--- src/rtl/hex_scan_driver.sv ---
// hex_scan_driver: time-multiplexed hex digit scanner with a double-buffered frame load.
// Ports: clk/rst (async active-high); load/data_in/blank_in/ready form the frame
// load handshake; nibble_out/digit_en/blank_out drive the shared segment decoders;
// frame_done pulses once per full scan.
module hex_scan_driver #(
  parameter int NUM_DIGITS  = 4,
  parameter int DIGIT_TICKS = 4,
  parameter int DEAD_TICKS  = 1,
  parameter int TICK_W      = 16
) (
  input  logic                    clk,
  input  logic                    rst,
  input  logic                    load,
  input  logic [4*NUM_DIGITS-1:0] data_in,
  input  logic [NUM_DIGITS-1:0]   blank_in,
  output logic                    ready,
  output logic [3:0]              nibble_out,
  output logic [NUM_DIGITS-1:0]   digit_en,
  output logic                    blank_out,
  output logic                    frame_done
);
  localparam int IDX_W = $clog2(NUM_DIGITS);
  localparam logic [TICK_W-1:0] ON_LAST = TICK_W'(DIGIT_TICKS - 1);
  localparam logic [TICK_W-1:0] DEAD_LAST = TICK_W'(DEAD_TICKS > 0 ? DEAD_TICKS - 1 : 0);
  localparam logic [IDX_W-1:0] IDX_LAST = IDX_W'(NUM_DIGITS - 1);
  typedef enum logic [1:0] {START, ON, DEAD} state_t;
  state_t state_q, state_d;
  logic [IDX_W-1:0] idx_q, idx_d;
  logic [TICK_W-1:0] tick_q, tick_d;
  logic [NUM_DIGITS-1:0][3:0] disp_q, disp_d, pend_q, pend_d;
  logic [NUM_DIGITS-1:0] dblank_q, dblank_d, pblank_q, pblank_d;
  logic [NUM_DIGITS-1:0] en_q, en_d;
  logic [3:0] nib_q, nib_d;
  logic pend_valid_q, pend_valid_d, ready_q, ready_d, blank_q, blank_d, fd_q, fd_d;
  logic advance, wrap, commit, accept;
  always_comb begin
    advance = (state_q == ON && tick_q == ON_LAST && DEAD_TICKS == 0) ||
              (state_q == DEAD && tick_q == DEAD_LAST);
    wrap = advance && idx_q == IDX_LAST;
    state_d = (state_q == START || advance) ? ON :
              (state_q == ON && tick_q == ON_LAST) ? DEAD : state_q;
    // every phase change (and a same-state ON->ON advance) restarts the phase counter
    tick_d = (state_d != state_q || advance) ? '0 : tick_q + TICK_W'(1);
    idx_d = (state_q == START || wrap) ? '0 : advance ? idx_q + IDX_W'(1) : idx_q;
    commit = wrap && pend_valid_q;
    accept = load && ready_q;
    disp_d = commit ? pend_q : disp_q;
    dblank_d = commit ? pblank_q : dblank_q;
    pend_d = accept ? data_in : pend_q;
    pblank_d = accept ? blank_in : pblank_q;
    pend_valid_d = accept || (pend_valid_q && !commit);
    ready_d = !pend_valid_d;
    // outputs decode the next state so they line up with the phase they describe,
    // and a just-committed frame is already visible on digit 0
    en_d = (state_d == ON && !dblank_d[idx_d]) ? NUM_DIGITS'(1) << idx_d : '0;
    nib_d = state_d == ON ? disp_d[idx_d] : nib_q;
    blank_d = ~|en_d;
    fd_d = wrap;
  end
  always_ff @(posedge clk or posedge rst) begin
    if (rst) begin
      state_q <= START;
      idx_q <= '0;
      tick_q <= '0;
      disp_q <= '0;
      dblank_q <= '1;
      pend_q <= '0;
      pblank_q <= '0;
      pend_valid_q <= 1'b0;
      ready_q <= 1'b1;
      nib_q <= '0;
      en_q <= '0;
      blank_q <= 1'b1;
      fd_q <= 1'b0;
    end else begin
      state_q <= state_d;
      idx_q <= idx_d;
      tick_q <= tick_d;
      disp_q <= disp_d;
      dblank_q <= dblank_d;
      pend_q <= pend_d;
      pblank_q <= pblank_d;
      pend_valid_q <= pend_valid_d;
      ready_q <= ready_d;
      nib_q <= nib_d;
      en_q <= en_d;
      blank_q <= blank_d;
      fd_q <= fd_d;
    end
  end
  assign ready = ready_q;
  assign nibble_out = nib_q;
  assign digit_en = en_q;
  assign blank_out = blank_q;
  assign frame_done = fd_q;
endmodule

--- config.mk ---
export PLATFORM = sky130hd
export DESIGN_NAME = hex_scan_driver
export DESIGN_NICKNAME = d
export VERILOG_FILES = /design/src/rtl/hex_scan_driver.sv
export SDC_FILE = /design/constraint.sdc
export NUM_CORES = 1
export LEC_CHECK = 0
export ABC_AREA = 1
export BUFFER_PORTS_ARGS = -buffer_cell sky130_fd_sc_hd__clkbuf_2
export CAP_MARGIN = 20
export CORE_MARGIN = 10
export CORE_UTILIZATION = 40
export CTS_CLUSTER_DIAMETER = 100
export DETAILED_ROUTE_END_ITERATION = 10
export HOLD_SLACK_MARGIN = 0.12
export PLACE_DENSITY_LB_ADDON = 0.08
export SYNTH_ARGS = -nofsm -noshare
export SYNTH_HDL_FRONTEND = slang
export SYNTH_SLANG_ARGS = --single-unit
--- constraint.sdc ---
create_clock -name clk -period 2.8 [get_ports clk]
set_clock_uncertainty 0.15 [all_clocks]
set_input_delay 0.28 -clock clk [delete_from_list [all_inputs] [get_ports clk]]
set_output_delay 0.28 -clock clk [all_outputs]
set_load 0.01 [all_outputs]
**After elaboration in Yosys (flattened, before gate mapping)**

Cells that the tools add are included.

- Word-level logic and storage cells: 59
- Flip-flop bits (word level): 72

- Reduce and logical (&&, ||, !) cells: 18
- $add $sub $neg: 2
- Shift-type cells: 1
- Eq/ne operators: 6
- $lt $le $gt $ge: 1
- Muxes and demuxes: 12

Operator list:

| kind | count |
|---|---|
| two-way mux 16 bit | 2 |
| adder 16 x 1 -> 16 bit (second input constant) | 1 |
| equality test 16 x 2 -> 1 bit (second input constant) | 1 |
| zero test 16 bit | 1 |
| two-way mux 4 bit | 3 |
| binary-select mux 4 bit (select 2 bit) | 1 |
| two-way mux 2 bit | 4 |
| logical AND 1 bit | 7 |
| equality test 2 x 1 -> 1 bit (second input constant) | 2 |
| equality test 2 bit (second input constant) | 2 |
| zero test 1 bit | 4 |
| logical OR 1 bit | 4 |
| OR reduction 4 bit | 1 |
| << shifter 1 x 2 -> 4 bit (first input constant) | 1 |
| < comparator 2 x 3 -> 1 bit (second input constant) | 1 |
| adder 2 x 1 -> 2 bit (second input constant) | 1 |
| binary-select mux 1 bit (select 2 bit) | 1 |
| zero test 2 bit | 1 |
| inequality test 2 bit | 1 |
| two-way mux 1 bit | 1 |

**Depth between registers and ports, before layout**

Gate-level depths: netlist (run 1).

- Word-level depth: 12
- Mapped depth: 16
- Mapped depth without buffers: 15

**Worst setup path before layout (run 1)**

No wires, ideal clock.

- Kind: register to register
- Start: register tick_q[0]
- End: register blank_q (netlist: blank_out)
- Data arrival time: 1.699 ns
- Library setup time: 0.082 ns
- Setup slack: 0.869 ns
- Cell stages (with the launch flop): 14
- Required time: 2.568 ns
- Cell sequence: dfrtp_1 inv_1 ha_1 nand2_1 inv_1 nand3_2 nor2_8 nand3_4 nand2_8 nor2_4 buf_6 nand3_1 nand3_2 or2_1

- Longest elaborated chain between the ends: 12
- Elaborated cells on any way between the ends: 22
- Those cells by class: eq/ne: 2; shift: 1; mux: 8; reduce/logical: 11

Ends and longest elaborated chain:

| item | line | text |
|---|---|---|
| from (decl) | 29 | `logic [TICK_W-1:0] tick_q, tick_d;` |
| from (signal assigned) | 78 | `tick_q <= tick_d;` |
| zero test 16 bit (*) | 38 | `(state_q == DEAD && tick_q == DEAD_LAST);` |
| logical AND 1 bit (*) | 38 |  |
| logical AND 1 bit | 39 | `wrap = advance && idx_q == IDX_LAST;` |
| logical OR 1 bit | 44 | `idx_d = (state_q == START \|\| wrap) ? '0 : advance ? idx_q + IDX_W'(1) : idx_q;` |
| two-way mux 2 bit (*) | 44 |  |
| via idx_d[1] | 28 | `logic [IDX_W-1:0] idx_q, idx_d;` |
| binary-select mux 1 bit (select 2 bit) | 55 | `en_d = (state_d == ON && !dblank_d[idx_d]) ? NUM_DIGITS'(1) << idx_d : '0;` |
| two-way mux 1 bit (not written as such) | 55 |  |
| zero test 1 bit | 55 |  |
| logical AND 1 bit | 55 |  |
| two-way mux 4 bit (*) | 55 |  |
| OR reduction 4 bit (*) | 57 | `blank_d = ~\|en_d;` |
| zero test 1 bit (*) | 57 |  |
| via blank_d | 34 | `logic pend_valid_q, pend_valid_d, ready_q, ready_d, blank_q, blank_d, fd_q, fd_d;` |
| to (signal assigned) | 87 | `blank_q <= blank_d;` |
| to (decl) | 34 |  |

The timed path passes the listed nets; every way through them passes the cells marked *. The select of a mux whose other input is x is not followed.
A chain may end at the register's enable or synchronous reset.

**Worst setup path in the final report (run 1)**

- Start: register tick_q[0]
- End: register en_q[3] (netlist: digit_en[3])

- Longest elaborated chain between the ends: 10
- Elaborated cells on any way between the ends: 20
- Those cells by class: eq/ne: 2; shift: 1; mux: 8; reduce/logical: 9

Ends and longest elaborated chain:

| item | line | text |
|---|---|---|
| zero test 16 bit | 38 |  |
| logical AND 1 bit | 38 |  |
| logical AND 1 bit | 39 |  |
| logical AND 1 bit | 45 | `commit = wrap && pend_valid_q;` |
| two-way mux 4 bit | 48 | `dblank_d = commit ? pblank_q : dblank_q;` |
| via dblank_d[3] | 31 | `logic [NUM_DIGITS-1:0] dblank_q, dblank_d, pblank_q, pblank_d;` |
| binary-select mux 1 bit (select 2 bit) | 55 |  |
| two-way mux 1 bit (not written as such) | 55 |  |
| zero test 1 bit | 55 |  |
| logical AND 1 bit | 55 |  |
| two-way mux 4 bit | 55 |  |
| via en_d[3] | 32 | `logic [NUM_DIGITS-1:0] en_q, en_d;` |
| to (signal assigned) | 86 | `en_q <= en_d;` |
| to (decl) | 32 |  |

The timed path passes the listed nets, and every way through them passes these cells. The select of a mux whose other input is x is not followed.

==> run summary, run 1 <==
Hold_buf cts: 21
Largest buffer count on any clock path: 2
Cell area after technology mapping: 3470 um2
Count leader, synth: sky130_fd_sc_hd__nand2_1
Met2 global-route usage: 0.171
Total count of max-transition violations in the final report: 0
Slew headroom: 0.603
Dominant cells by area after synthesis: sky130_fd_sc_hd__dfrtp_1, sky130_fd_sc_hd__nand2_1, sky130_fd_sc_hd__nand3_1
Cell Pwr Density: 672 nW/um2
Total number of placement rows: 33
Die Width: 113 um
Met3 usage in global routing: 0.0301
DRC errors left: 0
Ranking of synthesized cells by instance count: sky130_fd_sc_hd__nand2_1, sky130_fd_sc_hd__dfrtp_1, sky130_fd_sc_hd__nor2_1
Share of synthesized flip-flops with an asynchronous set or reset: 1.00
Data required, critical path: 2890 ps
Antenna Violating Nets Remaining: 0
Run status: completed
Startpoint class of the critical path: flip-flop
Lkg Pwr: 2.12 nW
Nets: 496
Slew at the pin closest to its max-slew limit: 595 ps
Fmax: 0.447 GHz
Data arrival, critical path: 2330 ps
Die Area: 12,800 um2
Post-synthesis cell type count: 34
Maximum number of pins on one net before global-route repair: 30
Post-cts sizing count: 0
Final total negative setup slack: 0 ps
Final hold vios: 0
Total of warnings raised by yosys: 0
Clock Latency Late Sink: 340 ps
WL final: 7990 um
DR WL/cell: 13.8 um
Starting density of the core: 0.416
Number of storage elements in the synthesis netlist: 72
Clock sink total: 72
Placeable core area: 8340 um2
Critical Path Fanout Max: 7
Number of detailed-route iterations in the first pass: 4
IO buf count: 33
Post-Syn Nets: 440
Crit end category: flip-flop
Vias: 2,742
Y dimension of the die: 113 um
Mean number of vias per cell: 4.73
Period Utilization, post-route: 0.799
Clock root buffer: sky130_fd_sc_hd__clkbuf_8
Htree depth: 3
Post-synthesis average cell area: 8.37 um2
Clock transition at the register clock pins on the worst setup and hold paths after CTS: 80 ps
Worst hold margin: 276 ps
Final setup violation count: 0
TritonCTS Buffers: 9
Number of cells produced by synthesis: 414
Count of flip-flops with a built-in enable after synthesis: 0
N_diodes: 0
Area share of the largest cell type after synthesis: 0.476
Synth-to-layout area growth: 19.1%
Vias in the first global route: 2,696
PnR worst setup slack: 562 ps
Initial antenna violation count: 0
Hold Path Class: input pin to flip-flop
TritonCTS clock tree: done
Fin crit period: 2240 ps
Global-route wire length before repair: 13,800 um
Max-Cap Viols: 0
Global-route track usage on met1: 0.203
Number of placed I/O pins: 34
Unrepaired setup endpoints after global routing: false
Post-synth top area cell: sky130_fd_sc_hd__dfrtp_1
Fraction of layout cells with a size suffix above 1: 0.183
DP HPWL: 5630 um
Max rail drop VDD: 242 uV
Layer with the highest usage after global routing: met1
Sequential area share after synthesis: 0.522
Worst slack at placement: 561 ps
Total overflow reported by the global router: 0
Main flop type after synthesis: sky130_fd_sc_hd__dfrtp_1
Post-CTS setup buffer count: 0
Initial detailed-routing violation count: 144
Final Power: 2.77 mW
Weighted congestion at the end of routability-driven global placement: 0.819
Overall routing resource usage: 0.131
Critical path class: flip-flop to flip-flop
==> cell usage in the layout (no fill, tap or decap), types with 2 or more instances in the layout <==
cell / Yosys / layout
sky130_fd_sc_hd__a21oi_1: 5 / 5
sky130_fd_sc_hd__buf_4: 1 / 6
sky130_fd_sc_hd__clkbuf_2: 1 / 33
sky130_fd_sc_hd__clkbuf_8: 0 / 10
sky130_fd_sc_hd__clkinv_2: 0 / 2
sky130_fd_sc_hd__dfrtp_1: 66 / 66
sky130_fd_sc_hd__dfstp_2: 6 / 6
sky130_fd_sc_hd__dlygate4sd3_1: 0 / 21
sky130_fd_sc_hd__ha_1: 3 / 3
sky130_fd_sc_hd__inv_1: 32 / 31
sky130_fd_sc_hd__inv_2: 4 / 5
sky130_fd_sc_hd__nand2_1: 151 / 151
sky130_fd_sc_hd__nand2_2: 5 / 5
sky130_fd_sc_hd__nand3_1: 32 / 32
sky130_fd_sc_hd__nand3_2: 3 / 3
sky130_fd_sc_hd__nand4_1: 18 / 18
sky130_fd_sc_hd__nor2_1: 40 / 40
sky130_fd_sc_hd__nor2_2: 4 / 4
sky130_fd_sc_hd__nor2_4: 2 / 2
sky130_fd_sc_hd__nor2_8: 3 / 3
sky130_fd_sc_hd__nor3_1: 7 / 7
sky130_fd_sc_hd__nor3b_1: 3 / 3
sky130_fd_sc_hd__nor4_1: 2 / 2
sky130_fd_sc_hd__xnor2_1: 2 / 2
sky130_fd_sc_hd__xor2_1: 2 / 2
==> final timing paths <==
check	startpoint	to	slack (ps)	cells past startpoint
max reg2reg	tick_q[0]$_DFF_PP0_	digit_en[3]$_DFF_PP0_	560	15
max	tick_q[0]$_DFF_PP0_	digit_en[3]$_DFF_PP0_	560	15
min in group asynchronous	rst	pend_q[9]$_DFFE_PP0P_	370	3
min	load	pend_q[8]$_DFFE_PP0P_	280	5
min reg2reg	dblank_q[1]$_DFF_PP1_	dblank_q[1]$_DFF_PP1_	340	2
max in group asynchronous	rst	dblank_q[1]$_DFF_PP1_	1280	4
==> stage by stage <==
stage	utilization	std cells	area, um2
6_report	0.495	580	4130
3_3_place_gp	0.446	543	3720
2_1_floorplan	-	414	3470
3_5_place_dp	0.446	543	3720
4_1_cts	0.495	580	4130
5_1_grt	0.495	580	4130
==> where the power goes <==
part | switching (mW) | leakage (nW) | internal, mW
logic | 0.284 | 1.12 | 0.202
clock network | 0.396 | 0.0993 | 0.435
registers | 0.130 | 0.899 | 1.33
==> layout make-up <==
type / count / area (um2)
flip-flops and latches: 72 / 1810
multi-input cells: 291 / 1440
inverters: 36 / 135
clock buffers: 11 / 141
fillers: 854 / 4210
repair buffers: 60 / 420
clock inverters: 5 / 56.3
well taps: 105 / 131
==> sequential cells by signal, indices dropped and copies added (netlist names) <==
signal        flops
tick_q           16
ready             1
idx_q             2
disp_q           16
pend_valid_q      1
frame_done        1
pblank_q          4
nibble_out        4
state_q           2
blank_out         1
dblank_q          4
digit_en          4
pend_q           16
==> logic make-up (layout without fill, tap and decap cells) <==
family          Yosys count  after routing  synth area share
xor+xnor                  4              4            0.0101
simple gates            277            277             0.382
compound gates            7              7            0.0108
flops                    72             72             0.522
fa+ha+maj                 3              3            0.0108
buf+inv                  51            112            0.0642
==> routing by layer <==
metal  routed length [um]  up-vias
met1                 4290     1259
met4                  130        0
met2                 3230       50
li1                     -     1420
met5                    0        -
met3                  349       13
==> worst max-delay path, stage by stage (launching register included) <==
cell and delay (ps):
sky130_fd_sc_hd__dfrtp_1 420, sky130_fd_sc_hd__inv_1 70, sky130_fd_sc_hd__ha_1 160, sky130_fd_sc_hd__nand2_1 60
sky130_fd_sc_hd__inv_1 60, sky130_fd_sc_hd__nand3_2 110, sky130_fd_sc_hd__nor2_8 170, sky130_fd_sc_hd__nand3_4 140
sky130_fd_sc_hd__nor2_2 240, sky130_fd_sc_hd__nand2_1 150, sky130_fd_sc_hd__nand2_1 120, sky130_fd_sc_hd__nand2_1 60
sky130_fd_sc_hd__nand2_1 60, sky130_fd_sc_hd__inv_1 50, sky130_fd_sc_hd__nand4_1 60, sky130_fd_sc_hd__inv_1 50
No activity file was read; power rests on OpenSTA's default activity.
==> run 2: changes to the inputs <==
clock period = 2.2 ns   (was 2.8 ns; I/O delays follow)
==> run 2 against run 1 <==
Highest routed layer unchanged. Final area rose by 6.8%. Hold slack worse by 63 ps. Critical path depth down 2. Global-route usage increased by 0.19 points. Power up 31%. Fmax grew 3.7%. Count of clock-buffer cells in the layout unchanged. Utilization up 3.4 points. Sequential cell count is the same. Final cell count grew 2.1%.
==> run summary, run 2 (same netlist as run 1, synthesis figures left out) <==
Net load switching power: 1.07 mW (was 0.810 mW)
Initial detailed-routing violation count: 164 (was 144)
Data arrival, critical path: 2280 ps (was 2330 ps)
Overall routing resource usage: 0.133 (was 0.131)
Starting density of the core: 0.416 (unchanged)
TritonCTS clock tree: done (unchanged)
Y dimension of the die: 113 um (unchanged)
Clock transition at the register clock pins on the worst setup and hold paths after CTS: 80 ps (about the same)
Clock Latency Late Sink: 340 ps (about the same)
Nets: 509 (was 496)
Lkg Pwr: 2.22 nW (was 2.12 nW)
Number of placed I/O pins: 34 (unchanged)
Run status: completed (unchanged)
Fraction of layout cells with a size suffix above 1: 0.248 (was 0.183)
Worst hold margin: 214 ps (was 276 ps)
Cell Pwr Density: 821 nW/um2 (was 672 nW/um2)
TritonCTS Buffers: 9 (unchanged)
Hold Path Class: input pin to flip-flop (unchanged)
Maximum number of pins on one net before global-route repair: 35 (was 30)
Number of detailed-route iterations in the first pass: 4 (unchanged)
Max rail drop VDD: 471 uV (was 242 uV)
Htree depth: 3 (unchanged)
Total number of placement rows: 33 (unchanged)
DP HPWL: 5880 um (was 5630 um)
Clock root buffer: sky130_fd_sc_hd__clkbuf_8 (unchanged)
Crit end category: flip-flop (unchanged)
Highest-count cells in the layout ignoring fill and taps: sky130_fd_sc_hd__nand2_1, sky130_fd_sc_hd__dfrtp_1, sky130_fd_sc_hd__nor2_1, sky130_fd_sc_hd__clkbuf_2, sky130_fd_sc_hd__inv_1 (was sky130_fd_sc_hd__nand2_1, sky130_fd_sc_hd__dfrtp_1, sky130_fd_sc_hd__nor2_1, sky130_fd_sc_hd__clkbuf_2, sky130_fd_sc_hd__nand3_1)
Biggest registers after layout: disp_q (16), pend_q (16), tick_q (16) (unchanged)
DRC errors left: 0 (unchanged)
IO buf count: 33 (unchanged)
Cell area after placement: 3820 um2 (was 3720 um2)
Vias in the first global route: 2,672 (was 2,696)
Clock sink total: 72 (unchanged)
Finished layout cell area: 4410 um2 (was 4130 um2)
Total overflow reported by the global router: 0 (unchanged)
Seq pwr share: 0.509 (was 0.525)
Number of cells in the finished layout apart from fillers: 592 (was 580)
Combinational Power Share: 0.190 (was 0.175)
Internal power of the cells: 2.56 mW (was 1.96 mW)
Final total negative setup slack: 0 ps (unchanged)
Die Area: 12,800 um2 (unchanged)
Vias: 2,786 (was 2,742)
Slew at the pin closest to its max-slew limit: 602 ps (was 595 ps)
Max-Cap Viols: 0 (unchanged)
Total count of max-transition violations in the final report: 0 (unchanged)
Critical Path Fanout Max: 7 (unchanged)
Fraction of power spent switching nets: 0.295 (was 0.292)
WL final: 8460 um (was 7990 um)
Die Width: 113 um (unchanged)
Largest buffer count on any clock path: 2 (unchanged)
Register area: 1810 um2 (unchanged)
Area of the multi-input gates: 1540 um2 (was 1440 um2)
Period Utilization, post-route: 0.981 (was 0.799)
CP peak stage delay: 410 ps (was 420 ps)
Slew headroom: 0.598 (was 0.603)
Antenna Violating Nets Remaining: 0 (unchanged)
Global-route wire length before repair: 13,900 um (was 13,800 um)
Synth-to-layout area growth: 27.2% (was 19.1%)
Clock power frac: 0.302 (was 0.299)
DR WL/cell: 14.3 um (was 13.8 um)
PnR worst setup slack: 41.6 ps (was 562 ps)
Post-Place Cells: 550 (was 543)
Standard cell with the maximum stage delay on the critical path: sky130_fd_sc_hd__dfrtp_1 (unchanged)
Fin crit period: 2160 ps (was 2240 ps)
Fmax: 0.463 GHz (was 0.447 GHz)
Critical path class: flip-flop to flip-flop (unchanged)
Final setup violation count: 0 (unchanged)
Final hold vios: 0 (unchanged)
Weighted congestion at the end of routability-driven global placement: 0.804 (was 0.819)
Worst slack at placement: -101 ps (was 561 ps)
Unrepaired setup endpoints after global routing: true (was false)
Placeable core area: 8340 um2 (unchanged)
Filler instances: 811 (was 854)
N_diodes: 0 (unchanged)
Most common library cell in the layout ignoring fill and taps: sky130_fd_sc_hd__nand2_1 (unchanged)
Data required, critical path: 2320 ps (was 2890 ps)
Critical Path, Cell by Cell: inv_1, ha_2, nand2_2, inv_2, nand3_4, nor2_8, nand3_4, nand2_8, nor2_8, buf_12, nand3_1, nand3_2, or2_1 (was inv_1, ha_1, nand2_1, inv_1, nand3_2, nor2_8, nand3_4, nor2_2, nand2_1, nand2_1, nand2_1, nand2_1, inv_1, nand4_1, inv_1)
Startpoint class of the critical path: flip-flop (unchanged)
Mean number of vias per cell: 4.71 (was 4.73)
Initial antenna violation count: 0 (unchanged)
## run 2: worst paths after layout
check	from	endpoint	slack, ps	cells after the start
setup / recovery	tick_q[1]$_DFF_PP0_	blank_out$_DFF_PP1_	40	13
hold / removal	load	pend_q[5]$_DFFE_PP0P_	210	5
hold reg to reg	disp_q[9]$_DFF_PP0_	disp_q[9]$_DFF_PP0_	340	2
max in group asynchronous	rst	blank_out$_DFF_PP1_	900	4
min in group asynchronous	rst	tick_q[12]$_DFF_PP0_	300	3
setup reg to reg	tick_q[1]$_DFF_PP0_	blank_out$_DFF_PP1_	40	13
## run 2: power by group through the flow
stage | clock, mW | sequential [mW] | combinational [mW]
CTS | 1.12 | 1.84 | 0.650
detailed placement | 0 | 1.86 | 0.618
finish | 1.09 | 1.84 | 0.687
floorplan | 0 | 1.84 | 0.406
global route | 1.18 | 1.88 | 0.787
global placement | 0 | 1.86 | 0.614
## run 2: per-layer routing
layer,track usage,vias up,wire [um]
li1,-,1451,-
met1,0.209,1272,4660
met2,0.169,58,3410
met3,0.0333,5,304
met4,0.0431,0,84
met5,0,-,0
## run 2: what timing repair did
| action | CTS | global route |
|---|---|---|
| gates resized for setup | 2 | 27 |
| pin swaps | 0 | 8 |
| endpoints found under the setup margin | 2 | 9 |
| gates cloned | 0 | 1 |
| buffers inserted | 0 | 5 |
| hold endpoints to repair | 42 | 0 |
| hold buffers | 21 | 0 |
## run 2: cell type report
| type | instances | share of cell area |
|---|---|---|
| Clock buffer | 11 | 0.0343 |
| Clock inverter | 4 | 0.0116 |
| Inverter | 36 | 0.0306 |
| Multi-Input combinational cell | 291 | 0.350 |
| Sequential cell | 72 | 0.410 |
| Tap cell | 105 | 0.0298 |
| Timing Repair Buffer | 73 | 0.134 |
## run 2: critical path: cells and delay by family (launching register included)
kind,cells,cell delay [ps]
buffers and inverters,3,270
flip-flops,1,410
AND/OR/NAND/NOR,9,1060
adder cells (fa/ha/maj),1,180
## run 2: stage by stage
stage                     power [mW]   util
after floorplan                 2.25      -
after global placement          2.48  0.458
after detailed placement        2.48  0.458
after CTS                       3.61  0.509
after global routing            3.85  0.529
final                           3.62  0.529
